===== src/rtl/vu_level_meter_if.sv =====
`default_nettype none
// vu_level_meter_if: sample input and meter output bundle for vu_level_meter. Rev 1.0
interface vu_level_meter_if #(
  parameter int N_LEDS = 8
);
  logic [11:0]       sample;
  logic              sample_valid;
  logic              clip_clr;
  logic [10:0]       level;
  logic [N_LEDS-1:0] leds;
  logic              clip;

  modport master (
    output sample, sample_valid, clip_clr,
    input  level, leds, clip
  );

  modport slave (
    input  sample, sample_valid, clip_clr,
    output level, leds, clip
  );
endinterface
`default_nettype wire


===== src/rtl/vu_level_meter.sv =====
`default_nettype none
// vu_level_meter: rectify ADC samples about mid-scale, track peak with hold and linear decay,
// drive a thermometer LED bar and a sticky clip flag. Rev 1.0
module vu_level_meter #(
  parameter int N_LEDS      = 8,
  parameter int MIDSCALE    = 2048,
  parameter int HOLD_CYCLES = 1 << 20,
  parameter int DECAY_DIV   = 1 << 14,
  parameter int DECAY_STEP  = 16
) (
  input  logic             clk,
  input  logic             rst,
  vu_level_meter_if.slave  bus
);
  localparam int HW   = (HOLD_CYCLES > 1) ? $clog2(HOLD_CYCLES) : 1;
  localparam int DW   = (DECAY_DIV > 1) ? $clog2(DECAY_DIV) : 1;
  localparam int STEP = 2048 / N_LEDS;
  localparam logic [HW-1:0] HOLD_LOAD  = HW'(HOLD_CYCLES - 1);
  localparam logic [DW-1:0] DECAY_LOAD = DW'(DECAY_DIV - 1);
  localparam logic [10:0]   DEC_AMT    = 11'(DECAY_STEP);

  typedef enum logic [1:0] {
    S_IDLE  = 2'd0,
    S_HOLD  = 2'd1,
    S_DECAY = 2'd2
  } state_t;

  state_t            state, state_n;
  logic [10:0]       mag, level_q, level_n;
  logic              mag_vld, clip_q, attack;
  logic [HW-1:0]     hold_cnt, hold_n;
  logic [DW-1:0]     decay_cnt, decay_n;
  logic [N_LEDS-1:0] leds_q, bar;
  logic [12:0]       diff, mag_abs;
  logic [10:0]       mag_sat;

  // Two's complement difference; its sign bit is valid because |diff| < 4096.
  assign diff    = {1'b0, bus.sample} - 13'(MIDSCALE);
  assign mag_abs = diff[12] ? (13'd0 - diff) : diff;
  assign mag_sat = (mag_abs > 13'd2047) ? 11'd2047 : mag_abs[10:0];

  always_ff @(posedge clk) begin
    if (rst) begin
      mag     <= '0;
      mag_vld <= 1'b0;
      clip_q  <= 1'b0;
    end else begin
      mag_vld <= bus.sample_valid;
      if (bus.sample_valid)
        mag <= mag_sat;
      if (bus.sample_valid && (bus.sample == 12'd0 || bus.sample == 12'hFFF))
        clip_q <= 1'b1;
      else if (bus.clip_clr)
        clip_q <= 1'b0;
    end
  end

  // A zero magnitude never counts as an attack, so IDLE stays IDLE on silence.
  assign attack = mag_vld && (mag >= level_q) && (mag != 11'd0);

  always_comb begin
    state_n = state;
    level_n = level_q;
    hold_n  = hold_cnt;
    decay_n = decay_cnt;
    if (attack) begin
      level_n = mag;
      hold_n  = HOLD_LOAD;
      state_n = S_HOLD;
    end else begin
      case (state)
        S_IDLE: level_n = '0;
        S_HOLD: begin
          if (hold_cnt == '0) begin
            decay_n = DECAY_LOAD;
            state_n = S_DECAY;
          end else begin
            hold_n = hold_cnt - 1'b1;
          end
        end
        S_DECAY: begin
          if (decay_cnt == '0) begin
            decay_n = DECAY_LOAD;
            level_n = (level_q > DEC_AMT) ? (level_q - DEC_AMT) : 11'd0;
            if (level_n == 11'd0)
              state_n = S_IDLE;
          end else begin
            decay_n = decay_cnt - 1'b1;
          end
        end
        default: state_n = S_IDLE;
      endcase
    end
  end

  always_ff @(posedge clk) begin
    if (rst) begin
      state     <= S_IDLE;
      level_q   <= '0;
      hold_cnt  <= '0;
      decay_cnt <= '0;
      leds_q    <= '0;
    end else begin
      state     <= state_n;
      level_q   <= level_n;
      hold_cnt  <= hold_n;
      decay_cnt <= decay_n;
      leds_q    <= bar;
    end
  end

  for (genvar i = 0; i < N_LEDS; i++) begin : g_bar
    localparam int THR = i * STEP + STEP / 2;
    assign bar[i] = (level_q >= 11'(THR));
  end

  assign bus.level = level_q;
  assign bus.leds  = leds_q;
  assign bus.clip  = clip_q;
endmodule
`default_nettype wire


===== src/flat_wrapper.sv =====
// flat-port wrapper written by rule: the top's interface ports become plain ports
module vu_level_meter_flat 
#(
  parameter int N_LEDS      = 8,
  parameter int MIDSCALE    = 2048,
  parameter int HOLD_CYCLES = 1 << 20,
  parameter int DECAY_DIV   = 1 << 14,
  parameter int DECAY_STEP  = 16
)
  (clk, rst, bus_sample, bus_sample_valid, bus_clip_clr, bus_level, bus_leds, bus_clip);
  vu_level_meter_if #(.N_LEDS(N_LEDS)) bus_i ();
  input  logic clk;
  input  logic rst;
  input wire logic [$bits(bus_i.sample)-1:0] bus_sample;
  input wire logic [$bits(bus_i.sample_valid)-1:0] bus_sample_valid;
  input wire logic [$bits(bus_i.clip_clr)-1:0] bus_clip_clr;
  output wire logic [$bits(bus_i.level)-1:0] bus_level;
  output wire logic [$bits(bus_i.leds)-1:0] bus_leds;
  output wire logic [$bits(bus_i.clip)-1:0] bus_clip;
  assign bus_i.sample = bus_sample;
  assign bus_i.sample_valid = bus_sample_valid;
  assign bus_i.clip_clr = bus_clip_clr;
  assign bus_level = bus_i.level;
  assign bus_leds = bus_i.leds;
  assign bus_clip = bus_i.clip;
  vu_level_meter #(.N_LEDS(N_LEDS), .MIDSCALE(MIDSCALE), .HOLD_CYCLES(HOLD_CYCLES), .DECAY_DIV(DECAY_DIV), .DECAY_STEP(DECAY_STEP)) u_core (.clk(clk), .rst(rst), .bus(bus_i));
endmodule

===== config.mk =====
export PLATFORM = sky130hd
export DESIGN_NAME = vu_level_meter_flat
export DESIGN_NICKNAME = d
export VERILOG_FILES = /design/src/rtl/vu_level_meter_if.sv /design/src/rtl/vu_level_meter.sv /design/src/flat_wrapper.sv
export SDC_FILE = /design/constraint.sdc
export NUM_CORES = 1
export LEC_CHECK = 0
export ABC_CLOCK_PERIOD_IN_PS = 6000
export BUFFER_PORTS_ARGS = -buffer_cell sky130_fd_sc_hd__buf_2
export CAP_MARGIN = 30
export CORE_MARGIN = 2
export CORE_UTILIZATION = 55
export DETAILED_ROUTE_END_ITERATION = 8
export PLACE_DENSITY = 0.74
export SYNTH_ARGS = -nofsm -noshare
export SYNTH_HDL_FRONTEND = slang
export SYNTH_SLANG_ARGS = --single-unit

===== constraint.sdc =====
create_clock -name clk -period 6 [get_ports clk]
set_input_delay 0.3 -clock clk [delete_from_list [all_inputs] [get_ports clk]]
set_output_delay 0.3 -clock clk [all_outputs]
set_load 0.01 [all_outputs]

After elaboration in Yosys (flattened, before gate mapping) --
Index checks and enable logic that the tools add are counted. W data, S select, Z words.
Storage, ports and cells: word-level logic and storage cells 77, register bits after elaboration 68, input bits 16
Cells by class: muxes and demuxes 19, equal/unequal tests 11, bitwise operators 2, order comparisons 11, $add $sub $neg 5, reduce and logical (&&, ||, !) cells 20
Operators with widths (number):
- $mux W20 | 3
- $ge A11 B11 Y1 const B | 4
- $mux W11 | 4
- $mux W14 | 2
- $pmux W14 S2 | 1
- $ge A11 B10 Y1 const B | 2
- $pmux W11 S2 | 1
- $logic_not A20 Y1 | 1
- $sub A20 B1 Y20 const B | 1
- $logic_not A14 Y1 | 1
- $sub A14 B1 Y14 const B | 1
- $gt A13 B11 Y1 const B | 1
- $mux W13 | 1
- $sub A1 B13 Y13 const A | 1
- $sub A12 B12 Y13 const B | 1
- $eq A12 B12 Y1 const B | 1
- $logic_not A12 Y1 | 1
- $ge A11 B11 Y1 | 1
- $ge A11 B8 Y1 const B | 1
- $ge A11 B9 Y1 const B | 1
- $gt A11 B5 Y1 const B | 1
- $logic_not A11 Y1 | 1
- $reduce_bool A11 Y1 | 1
- $sub A11 B5 Y11 const B | 1
- other kinds (17) | 34

Logic depth before layout (Yosys ltp) --
depth in word-level cells 7, gate-level depth with buffers 11

Least setup slack after synthesis --
Ideal clock, no wire load.
path kind register to register, start point register u_core.level_q[7], in the netlist u_core.bus.level[7], end point register u_core.hold_cnt[10], cell stages (with the launch flop) 12, buffers on the path 4, library setup time 0.132 ns, required time 5.868 ns, setup slack 3.442 ns, arrival 2.425 ns, path through dfxtp_1 -> clkbuf_1 -> inv_1 -> ha_1 -> a31oi_1 -> nor2b_1 -> o311ai_0 -> a31o_2 -> clkbuf_1 -> clkbuf_1 -> clkbuf_1 -> a21oi_1
Between the ends: longest elaborated chain between the ends 5, elaborated cells between the ends (all ways) 7
RTL lines:
- start: declaration | line vu_level_meter.sv:29 | logic [10:0] mag, level_q, level_n;
- start signal: assignment | line vu_level_meter.sv:105 | level_q <= level_n;
- $ge A11 B11 Y1 * | line vu_level_meter.sv:59 | assign attack = mag_vld && (mag >= level_q) && (mag != 11'd0);
- $logic_and A1 B1 Y1 * (2 in series) | line vu_level_meter.sv:59
- $ne A2 B1 Y1 (no line) / $reduce_bool A2 Y1 (equally long branches)
- $reduce_and A2 Y1 (no line)
- end signal: assignment | line vu_level_meter.sv:106 | hold_cnt <= hold_n;
- end: declaration | line vu_level_meter.sv:31 | logic [HW-1:0] hold_cnt, hold_n;
Mark *: on every way between the ends. The rest lies on a longest branch, timed or not. A chain may end at the register's enable or synchronous reset.

Final worst setup path --
start point register u_core.level_q[9], in the netlist u_core.bus.level[9], end point register u_core.decay_cnt[3]
Between the ends: longest elaborated chain between the ends 5
RTL lines:
- $ge A11 B11 Y1 | line vu_level_meter.sv:59
- $logic_and A1 B1 Y1 (2 in series) | line vu_level_meter.sv:59
- $not A1 Y1 (no line)
- $reduce_and A3 Y1 (no line)
- end signal: assignment | line vu_level_meter.sv:107 | decay_cnt <= decay_n;
- end: declaration | line vu_level_meter.sv:32 | logic [DW-1:0] decay_cnt, decay_n;
Every way passes these cells.

==> impl_metrics.env <==
export IMPL_cts_resized=0
export IMPL_syn_nets=499
export IMPL_relSlewSlack_pct=53.5
export IMPL_cts_made_buffers=9
export IMPL_drt_iter0_markers=148
export IMPL_setup_viol_count_final=0
export IMPL_crit_path_max_incr_delay_ns=0.59
export IMPL_syn_inst=462
export IMPL_tightest_slew_ns=0.697
export IMPL_grt_pass1_wl_mm=14.1
export IMPL_worst_setup_path_end_kind="register"
export IMPL_yosysTopAreaCell="dfxtp_1"
export IMPL_critPathMaxFanout=32
export IMPL_cts_hold_buffers=0
export IMPL_ys_types=51
export IMPL_synth_top_family_by_area="simple AND/OR/NAND/NOR gates"
export IMPL_htree_num_levels=3
export IMPL_cts_sinks=68
export IMPL_routed_wl_mm=8.17
export IMPL_post_cts_setup_buffers=0
export IMPL_worst_r2r_cell_count=9
export IMPL_rr_startpoint="u_core.bus.level[9]$_SDFFE_PP0P_"
export IMPL_yosys_area_share_simple_pct=23.8
export IMPL_first_pass_iters=5
export IMPL_synth_area_mux_share_pct=0.533
export IMPL_synth_edf_count=0
export IMPL_synth_adder_area_share_pct=7.00
export IMPL_critPathArrivalTime_ns=3.42
export IMPL_root_buffer="clkbuf_8"
export IMPL_synth_compound_gate_area_share_pct=20.9
export IMPL_reg2reg_setup_slack_ns=2.78
export IMPL_die_h_um=86.6
export IMPL_yosys_register_bits=68
export IMPL_clock_path_buffers=2
export IMPL_p_leak_nw=1.57
export IMPL_period_share_pct=53.6
export IMPL_synth_xor_area_share_pct=6.06
export IMPL_status="complete, no violations"
export IMPL_wl_per_cell_um=14.3
export IMPL_num_rows=30
export IMPL_num_antenna_cells=0
export IMPL_cts_tree="done"
export IMPL_worst_ir_drop_vdd_mv=0.138
export IMPL_nNetsFinal=523
export IMPL_clkTransAtPathRegs_ns=0.09
export IMPL_hold_path_class="primary input to register"
export IMPL_drive_gt1_share_pct=13.6
export IMPL_hold_end="u_core.bus.clip$_SDFFE_PP0P_"
export IMPL_start_kind="register"
export IMPL_rr_endpoint="u_core.decay_cnt[3]$_SDFFE_PP0P_"
export IMPL_power_density_nw_per_um2=324
export IMPL_finalHoldViolCount=0
export IMPL_fin_skew_ns=0.0102
export IMPL_grt_max_degree=70
export IMPL_dpl_worst_slack_ns=2.81
export IMPL_crit_type="register to register"
export IMPL_io_pins=36
export IMPL_core_um2=6680
export IMPL_hold_path_startpoint="bus_clip_clr"
export IMPL_maxCapViolations=0
export IMPL_start_util_pct=56.2
export IMPL_synth_sequential_area_ratio_pct=36.3
export IMPL_area_growth_pct=10.8
export IMPL_crit_slowest_cell="a31o_2"
export IMPL_maxSlewViolCount=0
export IMPL_gp_congestion=0.872
export IMPL_clock_insertion_delay_worst_skew_ns=0.35
export IMPL_rsz0062_at_grt="no"
export IMPL_grt_pass1_vias=3102
export IMPL_synth_warnings=0
export IMPL_drt_vias_per_instance=5.84
export IMPL_antenna_found_initial=0
export IMPL_period_needed_ns=3.22
export IMPL_synth_top_flop_cell="dfxtp_1"
export IMPL_overflow=0
export IMPL_drc=0
export IMPL_syn_area_per_cell_um2=8.13
export IMPL_synth_top_cell_area_share_pct=36.3
export IMPL_synthArstFlopShare_pct=0
export IMPL_vias=3334
export IMPL_crit_chain="inv_1, ha_1, a31oi_1, nor2b_1, o311ai_0, a31o_2, buf_4, and3_1, a311oi_1"
export IMPL_fin_tns_setup_ns=0
export IMPL_synth_area_leaders="dfxtp_1 36%, ha_1 7.0%, a21oi_1 5.3%"
export IMPL_hpwl_mm=5.77
export IMPL_die_x_um=86.6
export IMPL_netlist_area_um2=3750
export IMPL_drtAntennaViolNets=0
export IMPL_track_usage_pct=23.3
export IMPL_dieArea_um2=7500
export IMPL_cp_required_ns=6.20
export IMPL_hold_path_depth=3
export IMPL_fmax_mhz=311
export IMPL_layout_setup_ws_ns=2.78
export IMPL_portBuffers=35
area by class of cell:
class,count,area [um^2]
Clock buffer,9,124
Clock inverter,7,85.1
Fill cell,575,2520
Inverter,27,101
Multi-Input combinational cell,342,2190
Sequential cell,68,1360
Tap cell,80,100
Timing Repair Buffer,38,198
stage by stage:
step,hold WS (ns),power (W),cell area (um^2),util [%],cells
floorplan,0.450,0.000872,3750,-,462
global placement,0.456,0.000949,3950,59.1,555
detailed placement,0.465,0.000959,3950,59.1,555
CTS,0.190,0.00135,4160,62.3,571
global route,0.198,0.00144,4160,62.3,571
finish,0.201,0.00135,4160,62.3,571
flip-flops by register name, indices dropped and copies added (netlist names):
name              flops
u_core.bus.level     11
u_core.state          2
u_core.mag_vld        1
u_core.hold_cnt      20
u_core.bus.clip       1
u_core.bus.leds       8
u_core.mag           11
u_core.decay_cnt     14
per-layer routing:
metal | GRT usage (%) | up-vias | wire length [um]
li1 | - | 1729 | -
met1 | 30.1 | 1532 | 3820
met2 | 38.3 | 59 | 3880
met3 | 4.48 | 14 | 310
met4 | 9.66 | 0 | 165
met5 | 0 | - | 0
logic make-up after synthesis:
kind of cell | after synthesis
flops | 68
mux | 2
simple gates | 174
fa+ha+maj | 21
xor+xnor | 26
compound gates | 119
buf+inv | 52
report_power, final:
part	total, W	switching [W]	internal (W)
sequential	0.000564	0.0000582	0.000506
clock	0.000396	0.000197	0.000199
combinational	0.000388	0.000225	0.000163
total	0.00135	0.000480	0.000868
worst max path at each step:
stage               cells past startpoint                        startpoint                           endpoint
finish                                  9  u_core.bus.level[9]$_SDFFE_PP0P_   u_core.decay_cnt[3]$_SDFFE_PP0P_
global route                            9  u_core.bus.level[9]$_SDFFE_PP0P_   u_core.decay_cnt[5]$_SDFFE_PP0P_
CTS                                     9  u_core.bus.level[7]$_SDFFE_PP0P_   u_core.decay_cnt[5]$_SDFFE_PP0P_
detailed placement                      9  u_core.bus.level[7]$_SDFFE_PP0P_   u_core.decay_cnt[5]$_SDFFE_PP0P_
global placement                        9  u_core.bus.level[8]$_SDFFE_PP0P_  u_core.decay_cnt[13]$_SDFFE_PP0P_
floorplan                              11  u_core.bus.level[7]$_SDFFE_PP0P_   u_core.hold_cnt[10]$_SDFFE_PP0P_
worst max-delay path, delay by kind of cell (launching register included):
| kind | cells | cell delay [ns] |
|---|---|---|
| buffers and inverters | 2 | 0.57 |
| flip-flops | 1 | 0.48 |
| AND/OR/NAND/NOR | 2 | 0.48 |
| AO/OA/AOI/OAI | 4 | 1.18 |
| adder cells (fa/ha/maj) | 1 | 0.33 |
cells in the final DEF, fill, tap and decap left out, drive strengths merged, types with 7 or more instances in the layout:
cell type / n
nand2: 26
a211oi: 19
or3: 7
nor4: 11
clkbuf: 9
ha: 21
nor2b: 7
a21oi: 40
nand3: 11
a311oi: 16
inv: 29
xnor2: 19
buf: 38
nor2: 52
o21ai: 14
a31oi: 15
nor3: 19
nand4: 8
nand2b: 10
xor2: 7
dfxtp: 68
cells in the mapped netlist, drive strengths merged (2+ instances only):
cell / instances
o21a: 2
nand3b: 3
nor3: 19
xnor2: 19
and3: 3
nor4: 11
a21boi: 3
nor2b: 7
dfxtp: 68
xor2: 7
o21ai: 14
nand2: 26
buf: 6
nand3: 11
or3: 7
nor2: 52
a211oi: 19
ha: 21
or4: 4
mux2i: 2
nand4: 8
nand2b: 10
and4: 3
or2: 5
clkbuf: 19
a311oi: 16
o22ai: 2
a21oi: 40
inv: 27
a31oi: 15
No activity file was read; power rests on OpenSTA's default activity.
